**src/rtl/temp_ctrl_pkg.sv**
```systemverilog
// Shared definitions for the temperature-driven fan controller: state encodings,
// default parameter values and a counter-width helper.
package temp_ctrl_pkg;

    typedef enum logic [1:0] {
        ST_IDLE     = 2'b00,
        ST_PREVEN   = 2'b01,
        ST_CRITIC   = 2'b10,
        ST_COOLDOWN = 2'b11
    } state_e;

    localparam int FILT_CYCLES_DEF   = 4;
    localparam int MIN_ON_CYCLES_DEF = 16;
    localparam int BLINK_HALF_DEF    = 8;

    // $clog2 of 1 is 0, so clamp to one bit to keep counters legal at the minimum setting.
    function automatic int cnt_width(input int n);
        return (n > 1) ? $clog2(n) : 1;
    endfunction

endpackage

```
**src/rtl/flag_filter.sv**
```systemverilog
// Two-flop synchroniser followed by a persistence filter: the output follows the
// synchronised input only after it has differed for FILT_CYCLES consecutive cycles.
module flag_filter
    import temp_ctrl_pkg::*;
#(
    parameter int FILT_CYCLES = FILT_CYCLES_DEF
) (
    input  logic clk,
    input  logic reset_n,
    input  logic raw,
    output logic filt
);

    localparam int CW = $clog2(FILT_CYCLES + 1);
    localparam logic [CW-1:0] CNT_LAST = CW'(FILT_CYCLES - 1);

    logic          sync1_q, sync2_q;
    logic [CW-1:0] cnt_q, cnt_d;
    logic          filt_q, filt_d;

    always_comb begin
        cnt_d  = '0;
        filt_d = filt_q;
        if (sync2_q != filt_q) begin
            if (cnt_q == CNT_LAST) begin
                filt_d = sync2_q;
            end else begin
                cnt_d = cnt_q + 1'b1;
            end
        end
    end

    always_ff @(posedge clk or negedge reset_n) begin
        if (!reset_n) begin
            sync1_q <= 1'b0;
            sync2_q <= 1'b0;
            cnt_q   <= '0;
            filt_q  <= 1'b0;
        end else begin
            sync1_q <= raw;
            sync2_q <= sync1_q;
            cnt_q   <= cnt_d;
            filt_q  <= filt_d;
        end
    end

    assign filt = filt_q;

endmodule

```
**src/rtl/temp_fan_ctrl.sv**
```systemverilog
// Fan / alarm controller: filters the preventive and critical temperature flags and
// drives fan, LED and buzzer from a Moore FSM with fan run-on and LED blinking.
module temp_fan_ctrl
    import temp_ctrl_pkg::*;
#(
    parameter int FILT_CYCLES   = FILT_CYCLES_DEF,
    parameter int MIN_ON_CYCLES = MIN_ON_CYCLES_DEF,
    parameter int BLINK_HALF    = BLINK_HALF_DEF
) (
    input  logic       clk,
    input  logic       reset_n,
    input  logic       enable,
    input  logic       TempPreven,
    input  logic       TempCritic,
    output logic       fan_on,
    output logic       alarm_led,
    output logic       alarm_buzzer,
    output logic [1:0] state_o
);

    localparam int CD_W = cnt_width(MIN_ON_CYCLES);
    localparam int BL_W = cnt_width(BLINK_HALF);
    localparam logic [CD_W-1:0] CD_LOAD = CD_W'(MIN_ON_CYCLES - 1);
    localparam logic [BL_W-1:0] BL_LAST = BL_W'(BLINK_HALF - 1);

    logic pf, cf;

    flag_filter #(.FILT_CYCLES(FILT_CYCLES)) u_filt_preven (
        .clk     (clk),
        .reset_n (reset_n),
        .raw     (TempPreven),
        .filt    (pf)
    );

    flag_filter #(.FILT_CYCLES(FILT_CYCLES)) u_filt_critic (
        .clk     (clk),
        .reset_n (reset_n),
        .raw     (TempCritic),
        .filt    (cf)
    );

    state_e            state_q, state_d;
    logic [CD_W-1:0]   cd_cnt_q, cd_cnt_d;
    logic [BL_W-1:0]   bl_cnt_q, bl_cnt_d;
    logic              blink_q, blink_d;

    always_comb begin
        state_d  = state_q;
        cd_cnt_d = '0;
        bl_cnt_d = '0;
        blink_d  = 1'b0;

        if (!enable) begin
            state_d = ST_IDLE;
        end else begin
            case (state_q)
                ST_IDLE: begin
                    if (cf)      state_d = ST_CRITIC;
                    else if (pf) state_d = ST_PREVEN;
                end
                ST_PREVEN: begin
                    if (cf)       state_d = ST_CRITIC;
                    else if (!pf) state_d = ST_COOLDOWN;
                end
                ST_CRITIC: begin
                    if (!cf) state_d = pf ? ST_PREVEN : ST_COOLDOWN;
                end
                ST_COOLDOWN: begin
                    if (cf)                   state_d = ST_CRITIC;
                    else if (pf)              state_d = ST_PREVEN;
                    else if (cd_cnt_q == '0)  state_d = ST_IDLE;
                end
                default: state_d = ST_IDLE;
            endcase
        end

        // Staying in COOLDOWN implies the counter is non-zero, so the decrement cannot wrap.
        if (state_d == ST_COOLDOWN) begin
            cd_cnt_d = (state_q == ST_COOLDOWN) ? cd_cnt_q - 1'b1 : CD_LOAD;
        end

        if (state_d == ST_CRITIC) begin
            if (state_q != ST_CRITIC) begin
                blink_d = 1'b1;
            end else if (bl_cnt_q == BL_LAST) begin
                blink_d = ~blink_q;
            end else begin
                bl_cnt_d = bl_cnt_q + 1'b1;
                blink_d  = blink_q;
            end
        end
    end

    always_ff @(posedge clk or negedge reset_n) begin
        if (!reset_n) begin
            state_q  <= ST_IDLE;
            cd_cnt_q <= '0;
            bl_cnt_q <= '0;
            blink_q  <= 1'b0;
        end else begin
            state_q  <= state_d;
            cd_cnt_q <= cd_cnt_d;
            bl_cnt_q <= bl_cnt_d;
            blink_q  <= blink_d;
        end
    end

    always_comb begin
        fan_on       = (state_q != ST_IDLE);
        alarm_led    = (state_q == ST_PREVEN) || ((state_q == ST_CRITIC) && blink_q);
        alarm_buzzer = (state_q == ST_CRITIC);
        state_o      = state_q;
    end

endmodule

```
**config.mk**
```make
export PLATFORM = sky130hd
export DESIGN_NAME = temp_fan_ctrl
export DESIGN_NICKNAME = d
export VERILOG_FILES = /design/src/rtl/temp_ctrl_pkg.sv /design/src/rtl/flag_filter.sv /design/src/rtl/temp_fan_ctrl.sv
export SDC_FILE = /design/constraint.sdc
export NUM_CORES = 1
export LEC_CHECK = 0
export ABC_AREA = 1
export BUFFER_PORTS_ARGS = -buffer_cell sky130_fd_sc_hd__buf_2
export CORE_MARGIN = 2
export CORE_UTILIZATION = 59
export CTS_CLUSTER_SIZE = 25
export DETAILED_ROUTE_END_ITERATION = 8
export HOLD_SLACK_MARGIN = 0.1
export PLACE_DENSITY_LB_ADDON = 0.2
export SLEW_MARGIN = 15
export SYNTH_ARGS = -nofsm -noshare
export SYNTH_HDL_FRONTEND = slang
export SYNTH_SLANG_ARGS = --single-unit
export TNS_END_PERCENT = 20
```
**constraint.sdc**
```tcl
create_clock -name clk -period 2 [get_ports clk]
set_clock_uncertainty 0.2 [all_clocks]
set_input_delay 0 -clock clk [delete_from_list [all_inputs] [get_ports clk]]
set_output_delay 0 -clock clk [all_outputs]
set_load 0.005 [all_outputs]
```
==> metrics, run 1 <==
run status complete, no violations; library cell occupying the most area in the post-synthesis netlist dfrtp_1; Final Max Tran Viols 0; count of mapped cells out of synthesis 106; total die area 1993 um2; Port Buf Inserts 9; total non-filler cell area in the finished layout 1126 um2; Setup violations, final 0; DP Wirelength 1.061 mm; via count of the first global-routing pass 635; overall track demand over capacity in global routing 17.13%; required time at the endpoint of the critical path 2.10 ns; Final Routed Wirelength 1.429 mm; area of the core 1524 um2; total leakage power 0.0006016 uW; max_slew headroom 36.75%; type of the setup path with the least slack in2async; critical path fanouts, max 22; antenna violations before repair 0; setup repair after global routing missed its margin no; Pwr per Cell Area 1138 nW/um2; Yosys Warn Count 0; global-route wire length before repair 2.470 mm; Clk Tree Root Cell clkbuf_4; post-synthesis instance area 974.7 um2; Placement Rows 14; post-synthesis average cell area 9.195 um2; total number of H-tree levels 1; Design Power 1281 uW; most used cells in the layout excluding fill and tap cells nor2_1, dfrtp_1, nand2_1, inv_1, buf_2; fin nets 135; height of the chip 44.65 um; FF+latch count, synth 22; library cells used by synthesis 16; category of the worst setup path capture point asynchronous set/reset pin; maximum clock insertion buffer count 2; layout overhead on the synthesized area 15.53%; Tmin final 1.715 ns; RD Place Congestion 0.7433; signal arrival time at the worst endpoint 1.82 ns; 1st-iter DRT viols 9; maximum clock rate 0.5831 GHz; total overflow reported by the global router 0; fill count 112; total cell area at the placement stage 1040 um2; Residual DRC 0; sum of negative setup slack 0 ns; largest net degree at the start of global routing 23; die width 44.65 um; proportion of netlist area held by the largest area contributor 56.48%; post-route clock period utilization 85.74%; Peak VDD IR 0.0006685 V; number of maximum-capacitance constraint violations 0; slew of the pin with the lowest slew margin 0.9456 ns; count of vias placed by the detailed router 686; antenna cell count 0; proportion of layout cells with a drive suffix above 1 15.32%; drt first pass iters 4; number of buffers created by CTS 3; number of instances resized during post-cts repair 0; synthesized net count 116; clock insertion delay at the later pin of the skew report 0.29 ns; Starting Density 63.96%; clock-pin slew of the registers on the worst-case setup and hold paths 0.11 ns; TritonCTS clock tree done; count of boundary I/O pins 10; via/cell ratio 4.900; clk sinks 22; type of the worst min-delay path in2reg; DR WL/cell 10.21 um; Area contributors post-synth dfrtp_1, nor2_1, nand2_1; total count of hold-check failures in the final report 0; Worst Setup Start Kind primary input; portion of the post-synthesis area used by sequential elements 56.48%; number of routed nets with antenna violations 0; hold slack final 0.1427 ns
## final timing paths
check,from,to,slack (ns),cells past startpoint
worst min register to register,u_filt_preven.sync1_q$_DFF_PN0_,u_filt_preven.sync2_q$_DFF_PN0_,0.16,0
worst max-delay path,reset_n,state_o[0]$_DFF_PN0_,0.29,3
min in group asynchronous,reset_n,bl_cnt_q[2]$_DFF_PN0_,0.73,3
worst min-delay path,TempCritic,u_filt_critic.sync1_q$_DFF_PN0_,0.14,2
worst max register to register,cd_cnt_q[0]$_DFF_PN0_,cd_cnt_q[2]$_DFF_PN0_,0.58,7
max in group clk,state_o[0]$_DFF_PN0_,alarm_led,0.52,6
## repair_timing
| item | 4_1_cts | 5_1_grt |
|---|---|---|
| buffers inserted | 0 | 0 |
| hold buffers | 5 | 0 |
| hold endpoints to repair | 34 | 0 |
## report_power, final
| group | switching (uW) | total [uW] | leakage (uW) | internal (uW) |
|---|---|---|---|---|
| sequential | 70.0 | 609 | 0.000286 | 539 |
| combinational | 261 | 440 | 0.000295 | 180 |
| clock | 121 | 232 | 0.0000210 | 111 |
## state kept, by name, summed over array words and instances, names as in the netlist, 2 cells and up
| name | count |
|---|---|
| bl_cnt_q | 3 |
| cd_cnt_q | 4 |
| state_o | 2 |
| u_filt_critic.cnt_q | 3 |
| u_filt_preven.cnt_q | 3 |
## synth_stat cells (all sizes together)
library cell	n
nand3	5
nand2	22
nor3b	2
a21boi	1
nor2	24
inv	14
nor3	4
xnor2	2
ha	5
a21oi	2
xor2	1
dfrtp	22
o21ai	2
## layout make-up
cell class | count | area, um2 | share of cell area (%)
well taps | 16 | 20.02 | 1.778
inverters | 14 | 52.55 | 4.667
repair buffers | 14 | 95.09 | 8.444
clock buffers | 4 | 36.28 | 3.222
flip-flops and latches | 22 | 550.5 | 48.89
multi-input cells | 70 | 371.6 | 33.00
## per-layer routing
metal  wire (um)  up-vias  share of wire, %  global-route usage [%]
li1            -      365                 -                       -
met1         682      312                48                   22.04
met2         703        7                49                   29.57
met3          33        2               2.3                   2.449
met4          10        0              0.70                   5.455
met5           0        -                 0                       0
## through the flow
step,setup WS [ns],utilization [%],cells
2_1_floorplan,0.6719,-,106
3_3_place_gp,0.6088,68.23,131
3_5_place_dp,0.5998,68.23,131
4_1_cts,0.2552,73.89,140
5_1_grt,0.03747,73.89,140
6_report,0.2851,73.89,140
## kinds of logic (layout without fill, tap and decap cells)
family	after synthesis	after routing	share of synthesized area, %
AOI/OAI and AO/OA	5	5	2.825
xor gates and xnor gates	3	3	2.696
DFF	22	22	56.48
buffers and inverters	14	32	5.391
adders and majority gates	5	5	6.418
and+or+nand+nor	57	57	26.19
## worst max-delay path, stage by stage
cell,delay [ns]
dlygate4sd3_1,0.53
buf_2,0.11
dlygate4sd3_1,1.17
Note: power is estimated with default switching activity, not from simulation.
==> inputs of run 2 (changes only) <==
- MAX_ROUTING_LAYER: unset -> met4
==> run 2 against run 1 <==
Net effect: sequential power about the same; highest routed layer unchanged; register-to-register slack about the same; non-clock buffer count unchanged; die area unchanged; global-route usage up 0.44 points; cell area unchanged; utilization unchanged; wire length up 0.14%; clock power about the same; count of clock-buffer cells in the layout unchanged; worst hold slack about the same.
==> metrics, run 2 (synthesis results as in run 1) <==
dpl cells 131 (unchanged); max FFs per register 4 (unchanged); clock-pin slew of the registers on the worst-case setup and hold paths 0.11 ns (about the same); maximum clock insertion buffer count 2 (unchanged); RD Place Congestion 0.7526 (+1.3%); height of the chip 44.65 um (unchanged); overall track demand over capacity in global routing 17.57% (+0.44 points); number of maximum-capacitance constraint violations 0 (unchanged); Port Buf Inserts 9 (unchanged); start of the worst register-to-register path cd_cnt_q[0]$_DFF_PN0_; Residual DRC 0 (unchanged); most used cells in the layout excluding fill and tap cells nor2_1, dfrtp_1, nand2_1, inv_1, buf_2; depth of the worst register-to-register path 7 (unchanged); number of routed nets with antenna violations 0 (unchanged); type of the setup path with the least slack in2async; Pwr per Cell Area 1137 nW/um2 (about the same); endpoint of the lowest-slack register-to-register path cd_cnt_q[2]$_DFF_PN0_; layout overhead on the synthesized area 15.53% (unchanged); total die area 1993 um2 (unchanged); run status complete, no violations; 1st-iter DRT viols 9 (unchanged); antenna violations before repair 0 (unchanged); total leakage power 0.0006016 uW (unchanged); minimum setup slack among reg-to-reg paths 0.58 ns (about the same); proportion of layout cells with a drive suffix above 1 15.32% (unchanged); clk sinks 22 (unchanged); non-filler cells, final 140 (unchanged); drt first pass iters 4 (unchanged); hold slack final 0.1428 ns (+0.00001100 ns); maximum clock rate 0.5831 GHz (about the same); hold-critical path endpoint u_filt_critic.sync1_q$_DFF_PN0_; total overflow reported by the global router 0 (unchanged); die width 44.65 um (unchanged); number of buffers created by CTS 3 (unchanged); category of the worst setup path capture point asynchronous set/reset pin; Min-Delay Startpoint TempCritic; type of the worst min-delay path in2reg; Final Max Tran Viols 0 (unchanged); area of the core 1524 um2 (unchanged); antenna cell count 0 (unchanged); Clk Tree Root Cell clkbuf_4; number of instances resized during post-cts repair 0 (unchanged); via/cell ratio 4.893 (-0.15%); sum of negative setup slack 0 ns (unchanged); Tmin final 1.715 ns (+0.0001030 ns); signal arrival time at the worst endpoint 1.82 ns (about the same); DR WL/cell 10.22 um (+0.14%); largest net degree at the start of global routing 23 (unchanged); critical path fanouts, max 22 (unchanged); via count of the first global-routing pass 639 (+0.63%); Placement Rows 14 (unchanged); setup repair after global routing missed its margin no; count of vias placed by the detailed router 685 (-0.15%); max_slew headroom 36.74% (about the same); post-route clock period utilization 85.75% (about the same); Setup violations, final 0 (unchanged); Starting Density 63.96% (unchanged); total count of hold-check failures in the final report 0 (unchanged); Final Routed Wirelength 1.431 mm (+0.14%); total cell area at the placement stage 1040 um2 (unchanged); TritonCTS clock tree done; global-route wire length before repair 2.456 mm (-0.57%); clock insertion delay at the later pin of the skew report 0.29 ns (about the same); count of boundary I/O pins 10 (unchanged); total number of H-tree levels 1 (unchanged); slew of the pin with the lowest slew margin 0.9457 ns (+0.00009483 ns); required time at the endpoint of the critical path 2.10 ns (about the same); Peak VDD IR 0.0006669 V (-0.23%); DP Wirelength 1.061 mm (unchanged); register bank with the most flops cd_cnt_q; final core occ 73.89% (unchanged); Worst Setup Start Kind primary input; worst hold path cell count 2 (unchanged); fin nets 135 (unchanged); total non-filler cell area in the finished layout 1126 um2 (unchanged)
-- run 2: cell counts in the layout (fill, tap and decap cells not counted) --
No cell type changed its count.
-- run 2: metal layers --
layer,GRT usage (%),part of all wire (%),vias to the layer above
met5,-,0,-
met4,5.455,0.70,0
met3,2.449,2.3,2
met2,29.86,49,7
met1,21.51,47,312
li1,-,-,364
-- run 2: layout make-up --
cell class,instances,area (um2)
Clock buffer,4,36.28
Tap cell,16,20.02
Timing Repair Buffer,14,95.09
Fill cell,112,397.9
Inverter,14,52.55
Sequential cell,22,550.5
Multi-Input combinational cell,70,371.6
-- run 2: critical path: stages --
cell and delay, ns:
dlygate4sd3_1 0.53, buf_2 0.11, dlygate4sd3_1 1.17
-- run 2: power breakdown --
| part | internal, uW | leakage (uW) | switching [uW] |
|---|---|---|---|
| Clock | 111 | 0.0000210 | 121 |
| Combinational | 180 | 0.000295 | 260 |
| Sequential | 539 | 0.000286 | 70.0 |
-- run 2: how the worst max path moves through the flow --
stage                                           to  slack, ns  depth (start not counted)             startpoint
floorplan                      blink_q$_DFFE_PN0P_       0.67                          5  bl_cnt_q[0]$_DFF_PN0_
global placement               blink_q$_DFFE_PN0P_       0.61                          5  bl_cnt_q[0]$_DFF_PN0_
detailed placement           bl_cnt_q[0]$_DFF_PN0_       0.60                          8  cd_cnt_q[0]$_DFF_PN0_
CTS                          cd_cnt_q[1]$_DFF_PN0_       0.26                          3                reset_n
global route        u_filt_preven.filt$_DFFE_PN0P_       0.03                          3                reset_n
finish                        state_o[0]$_DFF_PN0_       0.29                          3                reset_n
-- run 2: repair_timing --
item,CTS,global route
buffers inserted,0,0
hold buffers,5,0
hold endpoints to repair,34,0
setup endpoints to repair,0,0
-- run 2: through the flow --
step                power (uW)  setup slack, ns
CTS                       1297           0.2552
floorplan                931.9           0.6719
finish                    1281           0.2850
global placement          1037           0.6088
detailed placement        1055           0.5998
global route              1392          0.03446
